`src/rtl/csr_mstatus_trap.sv`:
```
// Machine-status CSR with optional U-mode, trap-entry/MRET sequencing and
// ownership of the current-privilege register. Reads are registered (read-old).
module csr_mstatus_trap #(
    parameter int          XLEN      = 32,
    parameter logic [11:0] ADDRESS   = 12'h300,
    parameter int          HAS_UMODE = 0,
    parameter logic [1:0]  MPP_RESET = 2'b11
) (
    input  logic            clk_i,
    input  logic            rst_i,
    input  logic            en_i,
    input  logic [11:0]     addr_i,
    input  logic [1:0]      op_i,
    input  logic [XLEN-1:0] wdata_i,
    input  logic            trap_i,
    input  logic            mret_i,
    output logic            ack_o,
    output logic [XLEN-1:0] rdata_o,
    output logic [XLEN-1:0] value_o,
    output logic [1:0]      priv_o,
    output logic            irq_en_o
);

    localparam logic UMODE = (HAS_UMODE != 0);
    localparam logic [XLEN-1:0] UXL_BITS =
        (XLEN == 64 && HAS_UMODE != 0) ? XLEN'(64'h0000_0002_0000_0000) : '0;

    logic            r_mie;
    logic            r_mpie;
    logic [1:0]      r_mpp;
    logic            r_mprv;
    logic            r_tw;
    logic [1:0]      r_priv;
    logic            r_ack;
    logic [XLEN-1:0] r_rdata;

    logic [XLEN-1:0] w_value;
    logic [XLEN-1:0] w_new;
    logic            w_match;
    logic            w_write;
    logic            w_mpp_legal;
    logic            w_unused;

    // Without U-mode MPP is hard-wired to M; the stored copy is never observed.
    always_comb begin
        w_value      = UXL_BITS;
        w_value[3]   = r_mie;
        w_value[7]   = r_mpie;
        w_value[12:11] = UMODE ? r_mpp : 2'b11;
        w_value[17]  = r_mprv;
        w_value[21]  = r_tw;
    end

    always_comb begin
        case (op_i)
            2'b01:   w_new = wdata_i;
            2'b10:   w_new = w_value | wdata_i;
            2'b11:   w_new = w_value & ~wdata_i;
            default: w_new = w_value;
        endcase
    end

    assign w_match     = en_i && (addr_i == ADDRESS);
    assign w_write     = w_match && (op_i != 2'b00);
    assign w_mpp_legal = (w_new[12:11] == 2'b11) || (UMODE && (w_new[12:11] == 2'b00));
    assign w_unused    = ^{w_new, r_mpp};

    // Trap beats MRET beats a CSR write; the loser is dropped as a whole.
    always_ff @(posedge clk_i or negedge rst_i) begin
        if (!rst_i) begin
            r_mie  <= 1'b0;
            r_mpie <= 1'b0;
            r_mpp  <= MPP_RESET;
            r_mprv <= 1'b0;
            r_tw   <= 1'b0;
            r_priv <= 2'b11;
        end else if (trap_i) begin
            r_mpie <= r_mie;
            r_mie  <= 1'b0;
            r_mpp  <= UMODE ? r_priv : 2'b11;
            r_priv <= 2'b11;
        end else if (mret_i) begin
            r_mie  <= r_mpie;
            r_mpie <= 1'b1;
            r_priv <= UMODE ? r_mpp : 2'b11;
            r_mpp  <= UMODE ? 2'b00 : 2'b11;
            if (UMODE && (r_mpp != 2'b11)) begin
                r_mprv <= 1'b0;
            end
        end else if (w_write) begin
            r_mie  <= w_new[3];
            r_mpie <= w_new[7];
            if (w_mpp_legal) begin
                r_mpp <= w_new[12:11];
            end
            if (UMODE) begin
                r_mprv <= w_new[17];
                r_tw   <= w_new[21];
            end
        end
    end

    always_ff @(posedge clk_i or negedge rst_i) begin
        if (!rst_i) begin
            r_ack   <= 1'b0;
            r_rdata <= '0;
        end else begin
            r_ack   <= w_match;
            r_rdata <= w_match ? w_value : '0;
        end
    end

    assign ack_o    = r_ack;
    assign rdata_o  = r_rdata;
    assign value_o  = w_value;
    assign priv_o   = r_priv;
    assign irq_en_o = r_mie | (r_priv != 2'b11);

endmodule

```
`config.mk`:
```
export PLATFORM = sky130hd
export DESIGN_NAME = csr_mstatus_trap
export DESIGN_NICKNAME = d
export VERILOG_FILES = /design/src/rtl/csr_mstatus_trap.sv
export SDC_FILE = /design/constraint.sdc
export NUM_CORES = 1
export LEC_CHECK = 0
export CAP_MARGIN = 20
export CORE_UTILIZATION = 21
export CTS_BUF_LIST = sky130_fd_sc_hd__clkbuf_2
export DETAILED_ROUTE_END_ITERATION = 7
export GPL_TIMING_DRIVEN = 0
export PLACE_DENSITY = 0.79
export RECOVER_POWER = 25
export REMOVE_ABC_BUFFERS = 1
export SKIP_LAST_GASP = 1
export SLEW_MARGIN = 20
export SYNTH_ARGS = -nofsm -noshare
export SYNTH_HDL_FRONTEND = slang
export SYNTH_SLANG_ARGS = --single-unit
```
`constraint.sdc`:
```
create_clock -name clk_i -period 1.1 [get_ports clk_i]
set_clock_uncertainty 0.15 [all_clocks]
set_input_delay 0.22 -clock clk_i [delete_from_list [all_inputs] [get_ports clk_i]]
set_output_delay 0.22 -clock clk_i [all_outputs]
set_load 0.01 [all_outputs]
```
==> results by group, run 1 <==
Status
  – Run status: finished with violations
  – Violated checks: negative setup slack

Placement
  – Quantity of I/O buffers inserted on ports: 28
  – Gp weighted congestion: about 0.65
  – Final HPWL DP: 944 microns

Floorplan
  – Rows: 21
  – DIE AREA: 3930 sq um
  – Core area: between 3000 and 4000 sq um
  – Die H: between 60 and 70 microns
  – Die Width: 62.7 microns
  – Initial core utilization: 22.5%
  – I/O pin count: 119

Cells and area
  – Final #Nets: around 180
  – Most common cell after layout, fill and taps aside: conb_1
  – Fillers: 399
  – Share of cells above drive strength 1: 27.8%
  – Area delta synth->final: 13.1%
  – Antenna fix cells: 0
  – Most frequent cells in the layout: conb_1 (60), buf_2 (10), dlygate4sd2_1 (8)

Timing
  – RSZ-0062 raised after global routing: true
  – Tmin final: 1310 ps
  – Setup_tns: -493 ps
  – Fin worst setup slack: -205 ps
  – Hold Violations, Final: 0
  – Period utilization: 119%
  – Setup violations, final: 10
  – Worst Hold Slack: 136 ps
  – Fmax: 0.766 GHz
  – Slew Viols, Final: 0

Synthesis
  – Yosys reg bits: 5
  – Mean Syn Cell Area: 8.14 sq um
  – Ranking of synthesized cells by area: buf_4 (62%), dfrtp_1 (16%), nor2_1 (2.4%)
  – Synth top area share: 62.1%
  – Cell count after synthesis: 95
  – Register area share after synthesis: 16.2%
  – Mapped cell area: 773 sq um
  – Yosys cell types: 19
  – Largest area contributor in the netlist: buf_4
  – Syn. warnings: 2

Global routing
  – Initial antenna violation count: 0
  – Aggregate global routing overflow: 0
  – Largest net degree at the start of global routing: 6
  – Gr usage total: between 5 and 6%
  – First-pass GRT wire length: around 1.7 mm
  – Vias in the first global route: ~410

Setup path
  – Setup crit start kind: input port
  – Setup CP Type: in -> reg
  – Worst setup EP type: register
  – Critical Path RT: 1050 ps
  – Crit-path max FO: 2
  – Critical Path AT: 1250 ps

Clock network
  – Clk buf depth: 2
  – CTS clk-pin slew, worst paths: 60 ps
  – CTS tree: yes
  – Clk root buf: clkbuf_2
  – CTS buffer count: 3
  – Sink Count: 5
  – Clock H-tree levels: 1
  – CTS Hold Bufs: 0
  – Clk_lat worst skew: 220 ps

Detailed routing
  – DRC Markers: 0
  – Drt pass-1 iters: 2
  – Vias per Instance: 3.06
  – Initial DRC Count: 3
  – Antenna Nets Post-Route: 0
  – Total number of vias: 527
  – Post-Route WL: 1.17 mm
  – Wire per inst: roughly 6.8 microns

Pwr
  – Power density of the placed cells: 728 nW/um^2
  – Peak supply drop: 234 uV
  – Total chip power: 637 uW
  – Leakage: 0.000523 uW

Worst hold path
  – Hold Crit Class: in -> async

Run
  – Max Cap Viol: 0
-- cell families after synthesis --
logic type,Yosys count,synth area share (%)
mux,2,2.75
buf+inv,67,63.6
xor+xnor,1,1.13
simple gates,11,9.55
compound gates,7,5.82
other cells,2,0.971
flops,5,16.2
-- sequential cells by signal (all words and copies together) (netlist names) --
signal,count
rdata_o,3
r_mpie,1
r_mie,1
-- timing repair --
action | 4_1_cts | 5_1_grt
pin swaps | 7 | 0
resized for setup | 72 | 6
setup buffers | 5 | 0
setup endpoints to repair | 13 | 13
-- cells in the mapped netlist --
cell	number
buf_4	64
dfrtp_1	5
nor2_1	5
a21oi_1	3
inv_1	3
conb_1	2
a32oi_1	1
and4bb_2	1
mux2_1	1
mux2i_1	1
nand2_1	1
nand4_2	1
nor3b_1	1
nor4_2	1
o211ai_1	1
o21ai_0	1
o21ai_2	1
or2_2	1
xnor2_1	1
-- final cells by class --
| type | count | area, sq um | area share [%] |
|---|---|---|---|
| clock buffer | 4 | 20.0 | 2.29 |
| inverter | 3 | 11.3 | 1.29 |
| multi-input combinational | 81 | 414 | 47.4 |
| sequential | 5 | 125 | 14.3 |
| tap | 46 | 57.6 | 6.58 |
| timing repair buffer | 33 | 246 | 28.2 |
-- power breakdown --
| group | total [uW] | internal [uW] | leakage [uW] | switching, uW |
|---|---|---|---|---|
| logic | 264 | 97.2 | 0.000440 | 167 |
| registers | 202 | 194 | 0.0000661 | 7.81 |
| clock network | 171 | 96.2 | 0.0000166 | 74.7 |
| total | 637 | 388 | 0.000523 | 249 |
-- metrics by stage --
stage                     util, %  setup slack (ps)  instance area, sq um  std cells
final                        25.4              -205                   875        172
after global routing         25.4              -237                   875        172
after CTS                    25.7              -222                   885        172
after detailed placement     24.6              -986                   848        163
after global placement       24.6              -979                   848        163
after floorplan                 -              -332                   510         89
-- worst max-delay path: stages --
cell and delay [ps]:
buf_6 90, nor4_4 320, nand4_4 140, o21ai_2 160, mux2_4 320
-- layer usage --
metal	track usage [%]	wire length (microns)	vias to the layer above
met5	0	0	-
met4	4.36	27	0
met1	5.62	346	227
li1	-	-	238
met2	9.78	577	60
met3	3.28	216	2
-- path summary, 6_finish.rpt --
kind | slack [ps] | depth (start not counted) | end | from
min in group clk_i | 330 | 6 | rdata_o[7] | addr_i[4]
min reg2reg | 510 | 2 | r_mpie | r_mpie
min | 140 | 1 | rdata_o[3] | rst_i
max in group asynchronous | 470 | 1 | rdata_o[12] | rst_i
max reg2reg | -160 | 4 | r_mpie | r_mie
max | -210 | 5 | r_mpie | addr_i[4]
Power figures use the tool's default switching activity.
==> run 2, diff against run 1 <==
--- a/config.mk
+++ b/config.mk
@@ -12,7 +12,6 @@
 export GPL_TIMING_DRIVEN = 0
 export PLACE_DENSITY = 0.79
 export RECOVER_POWER = 25
-export REMOVE_ABC_BUFFERS = 1
 export SKIP_LAST_GASP = 1
 export SLEW_MARGIN = 20
 export SYNTH_ARGS = -nofsm -noshare
==> run 2 against run 1 <==
The run still ends with negative setup slack left. Total power increased by 35%. Core utilization increased by 16 points. Clock power increased by 6%. Sequential cell count unchanged. Cell count increased by 37%. Critical path depth decreased by 1. Design area increased by 63%. Count of clock-buffer cells in the layout unchanged. First-iteration DRC count increased to 2.7 times the previous value. Combinational power increased by 81%. Routed wire length increased by 33%. Non-clock buffer count increased by 64.
==> results by group, run 2 (synthesis gave the netlist of run 1 again) <==
Status
  – Run status: finished with violations
  – Violated checks: negative setup slack

Cells and area
  – Register Area: 125 sq um
  – Area of the multi-input gates: 427 sq um
  – Fillers: 353
  – Max reg flops: 3
  – Final #Nets: 242
  – Antenna fix cells: 0
  – Share of cells above drive strength 1: 51.1%
  – Most common cell after layout, fill and taps aside: buf_4
  – Area delta synth->final: 84.0%
  – Most frequent cells in the layout: buf_4 (64), conb_1 (60), buf_6 (12)
  – Fin area: about 1400 sq um

Floorplan
  – Die H: 62.7 microns
  – I/O pin count: around 120
  – Die Width: about 63 microns
  – Core area: between 3000 and 4000 sq um
  – Rows: 21
  – DIE AREA: 3930 sq um
  – Initial core utilization: roughly 22%

Detailed routing
  – Post-Route WL: between 1.5 and 2 mm
  – Vias per Instance: between 2 and 3
  – DRC Markers: 0
  – Antenna Nets Post-Route: 0
  – Initial DRC Count: 8
  – Drt pass-1 iters: 2
  – Total number of vias: roughly 680
  – Wire per inst: 6.56 microns

Timing
  – Setup_tns: -1020 ps
  – Slew Viols, Final: 0
  – Worst Hold Slack: 114 ps
  – RSZ-0062 raised after global routing: true
  – Hold Violations, Final: 0
  – Fin worst setup slack: -257 ps
  – Fmax: approximately 0.74 GHz
  – Setup violations, final: 8
  – Tmin final: 1360 ps
  – Period utilization: 123%

Pwr
  – Power density of the placed cells: 605 nW/um^2
  – Peak supply drop: 190 uV
  – Leakage: 0.000879 uW

Clock network
  – Clk root buf: clkbuf_2
  – CTS buffer count: 3
  – Sink Count: 5
  – Clk_lat worst skew: 240 ps
  – Clk buf depth: 2
  – Clock H-tree levels: 1
  – CTS clk-pin slew, worst paths: around 60 ps
  – CTS tree: yes

Placement
  – Pre-CTS setup slack: -878 ps
  – Gp weighted congestion: 0.690
  – Quantity of I/O buffers inserted on ports: 28
  – Post-DP Area: 1340 sq um

Setup path
  – Crit-path max FO: 2
  – Reg2reg setup slack: -260 ps
  – Worst setup EP type: register
  – Slowest Stage Delay on Critical Path: 380 ps
  – CP bufs+invs: 1
  – Critical Path AT: around 1300 ps
  – Number of cells on the worst reg-to-reg path: 4
  – Critical Path Slowest Stage Cell: dfrtp_1
  – Critical R2R Capture: r_mpie
  – Critical Path RT: 1070 ps
  – Critical R2R Launch: r_mpie
  – Setup CP Type: reg -> reg
  – Cell chain of the critical path: buf_6, o211ai_1, a32oi_2, mux2_4
  – Crit-path leading delay family: flip-flops
  – Setup crit start kind: register

Global routing
  – First-pass GRT wire length: 2.34 mm
  – Largest net degree at the start of global routing: 6
  – Initial antenna violation count: 0
  – Aggregate global routing overflow: 0
  – Gr usage total: between 7 and 8%
  – Vias in the first global route: around 570

Run
  – Max Cap Viol: 0

Worst hold path
  – Hold Crit Class: in -> async
==> run 2: cell types whose count changed in the layout (fill, tap and decap cells not counted), moves of 3 or more <==
cell / previous run / this run
clkbuf_2: 7 / 4
buf_6: 2 / 12
clkdlybuf4s15_1: 0 / 3
buf_2: 10 / 7
buf_4: 5 / 64
==> run 2: where the power goes <==
part	internal, uW	switching [uW]	total [uW]
Sequential	194	7.36	202
Combinational	275	203	477
Clock	96.1	84.9	181
==> run 2: worst max path at each step <==
stage | startpoint | to | cells after the start
global route | r_mpie | r_mpie | 4
floorplan | addr_i[3] | r_mpie | 4
detailed placement | addr_i[3] | r_mpie | 5
global placement | addr_i[3] | r_mpie | 5
CTS | r_mpie | r_mpie | 4
finish | r_mpie | r_mpie | 4
==> run 2: stage by stage <==
step,instances,util [%],total power (uW)
finish,236,41.3,860
global route,236,41.3,903
CTS,236,41.1,850
detailed placement,227,38.9,633
global placement,227,38.9,632
floorplan,153,-,515
==> run 2: metal layers <==
metal | routed length [microns] | vias up | GRT usage (%)
met2 | 905 | 46 | 17.0
met1 | 444 | 263 | 5.84
met5 | 0 | - | 0
met3 | 171 | 3 | 1.28
met4 | 27 | 0 | 4.36
li1 | - | 365 | -
==> run 2: final cells by class <==
cell class	instances	area share [%]
Clock buffer	4	1.41
Tap cell	46	4.05
Sequential cell	5	8.80
Buffer	64	34.6
Inverter	3	0.792
Timing Repair Buffer	33	20.4
Multi-Input combinational cell	81	30.0
==> run 2: timing repair <==
item / CTS / global route
pin swaps: 8 / 3
resized for setup: 86 / 2
gates cloned: 0 / 0
hold buffers: 0 / 0
endpoints found under the setup margin: 13 / 10
buffers inserted: 5 / 0
==> run 3, diff against run 2 <==
--- a/config.mk
+++ b/config.mk
@@ -6,12 +6,13 @@
 export NUM_CORES = 1
 export LEC_CHECK = 0
 export CAP_MARGIN = 20
-export CORE_UTILIZATION = 21
+export CORE_UTILIZATION = 23
 export CTS_BUF_LIST = sky130_fd_sc_hd__clkbuf_2
 export DETAILED_ROUTE_END_ITERATION = 7
 export GPL_TIMING_DRIVEN = 0
-export PLACE_DENSITY = 0.79
+export PLACE_DENSITY = 0.83
 export RECOVER_POWER = 25
+export SETUP_SLACK_MARGIN = 0.5
 export SKIP_LAST_GASP = 1
 export SLEW_MARGIN = 20
 export SYNTH_ARGS = -nofsm -noshare
==> constraint.sdc (replaced) <==
create_clock -name clk_i -period 1.3 [get_ports clk_i]
set_clock_uncertainty 0.15 [all_clocks]
set_input_delay 0.26 -clock clk_i [delete_from_list [all_inputs] [get_ports clk_i]]
set_output_delay 0.26 -clock clk_i [all_outputs]
set_load 0.01 [all_outputs]
==> run 3 against run 2 <==
The run still ends with negative setup slack left. Global-route usage grew 0.60 points. Clock power shrank 21%. Combinational power shrank 17%. Via count shrank 0.74%. Worst setup slack gained 200 ps. First-iteration DRC count shrank 25%.
==> results by group, run 3 (synthesis gave the netlist of run 1 again) <==
Status
  – Run status: finished with violations
  – Violated checks: negative setup slack

Setup path
  – Crit path top cell by count: buf_6
  – Critical R2R Launch: r_mpie
  – Critical Path Slowest Stage Cell: dfrtp_1
  – Setup CP Type: reg -> out
  – Setup crit start kind: register
  – Slowest Stage Delay on Critical Path: 400 ps
  – Worst setup EP type: output pin
  – CP bufs+invs: 3
  – Critical Path AT: 940 ps
  – Critical Path RT: 890 ps
  – Crit-path max FO: 3
  – CP Depth: 3
  – Critical path startpoint: rdata_o[12]
  – Number of cells on the worst reg-to-reg path: 4
  – Critical R2R Capture: r_mpie
  – Setup crit end: rdata_o[11]
  – Crit-path leading delay family: flip-flops
  – Cell chain of the critical path: buf_6, buf_6, buf_6
  – Reg2reg setup slack: -10 ps

Detailed routing
  – Total number of vias: about 670
  – Post-Route WL: ~1.6 mm
  – Wire per inst: 6.87 microns
  – Antenna Nets Post-Route: 0
  – Drt pass-1 iters: 4
  – Vias per Instance: 2.87
  – DRC Markers: 0
  – Initial DRC Count: 6

Floorplan
  – I/O pin count: ~120
  – Die H: around 60 microns
  – Rows: 20
  – Die Width: between 50 and 60 microns
  – Initial core utilization: between 20% and 30%
  – DIE AREA: 3600 sq um
  – Core area: 3130 sq um

Cells and area
  – Final #Nets: about 240
  – Fin area: around 1400 sq um
  – Most common cell after layout, fill and taps aside: buf_4
  – Most frequent cells in the layout: buf_4 (62), conb_1 (60), buf_6 (13)
  – Antenna fix cells: 0
  – Area delta synth->final: 83.5%
  – Share of cells above drive strength 1: between 50% and 60%
  – Final Util: 45.4%
  – Max reg flops: 3

Timing
  – Slew Viols, Final: 0
  – Hold Violations, Final: 0
  – Setup_tns: -144 ps
  – RSZ-0062 raised after global routing: true
  – Fin worst setup slack: -53.6 ps
  – Tmin final: 1350 ps
  – Setup violations, final: 4
  – Fmax: 0.739 GHz
  – Period utilization: 104%

Global routing
  – Initial antenna violation count: 0
  – Aggregate global routing overflow: 0
  – First-pass GRT wire length: approximately 2.2 mm
  – Vias in the first global route: 555
  – Gr usage total: 8.27%
  – Largest net degree at the start of global routing: 6

Clock network
  – Sink Count: 5
  – CTS tree: yes
  – CTS clk-pin slew, worst paths: 60 ps
  – CTS buffer count: 3
  – Clk buf depth: 2
  – CTS Hold Bufs: 0
  – Clk_lat worst skew: 220 ps
  – Clock H-tree levels: 1
  – Clk root buf: clkbuf_2

Pwr
  – Power density of the placed cells: roughly 500 nW/um^2
  – Peak supply drop: 160 uV
  – Leakage: 0.000882 uW
  – Total chip power: around 710 uW

Run
  – Max Cap Viol: 0

Placement
  – Final HPWL DP: around 1.4 mm
  – Gp weighted congestion: 0.707
  – Pre-CTS setup slack: -698 ps
  – Quantity of I/O buffers inserted on ports: 28
  – Post-DP Area: 1350 sq um

Worst hold path
  – Hold Crit Class: in -> async
[run 3: cell count changes in the layout (fill, tap and decap cells not counted), sizes merged]
cell           before  now
buf                83   82
clkdlybuf4s15       3    4
[run 3: area by class of cell]
class	instances	area, sq um
Fill cell	322	1710
Buffer	64	495
Multi-Input combinational cell	81	419
Timing Repair Buffer	33	293
Sequential cell	5	125
Tap cell	44	55.1
Clock buffer	4	20.0
Inverter	3	11.3
[run 3: timing repair]
| item | 4_1_cts | 5_1_grt |
|---|---|---|
| setup endpoints to repair | 13 | 13 |
| setup buffers | 5 | 0 |
| pin swaps | 7 | 4 |
| gates resized for setup | 78 | 3 |
[run 3: worst reg2reg max path: cells and delay by family (launching register included)]
family                 cells  cell delay [ps]
AOI/OAI and AO/OA          2              260
DFF                        1              400
buffers and inverters      1              130
muxes                      1              260
[run 3: how the worst min path moves through the flow]
| stage | to | slack [ps] | cells past startpoint |
|---|---|---|---|
| final | rdata_o[7] | 170 | 1 |
| after detailed placement | rdata_o[12] | 340 | 1 |
| after global placement | rdata_o[3] | 340 | 1 |
| after CTS | rdata_o[7] | 100 | 1 |
| after floorplan | r_mie | -190 | 0 |
| after global routing | rdata_o[7] | 180 | 1 |
[run 3: layer usage]
metal / GRT usage [%] / vias to the layer above / part of all wire (%)
met2: 19.0 / 41 / 63
met4: 3.99 / 0 / 0
met1: 5.71 / 265 / 28
met5: 0 / - / 0
li1: - / 366 / -
met3: 1.73 / 0 / 8.6
[run 3: power breakdown]
group / switching [uW] / internal (uW)
combinational: 168 / 228
sequential: 7.22 / 164
clock: 61.4 / 81.5
[run 3: through the flow]
step	hold WS [ps]	cells
finish	174	234
CTS	104	234
floorplan	-186	153
global placement	337	225
detailed placement	340	225
global route	184	234
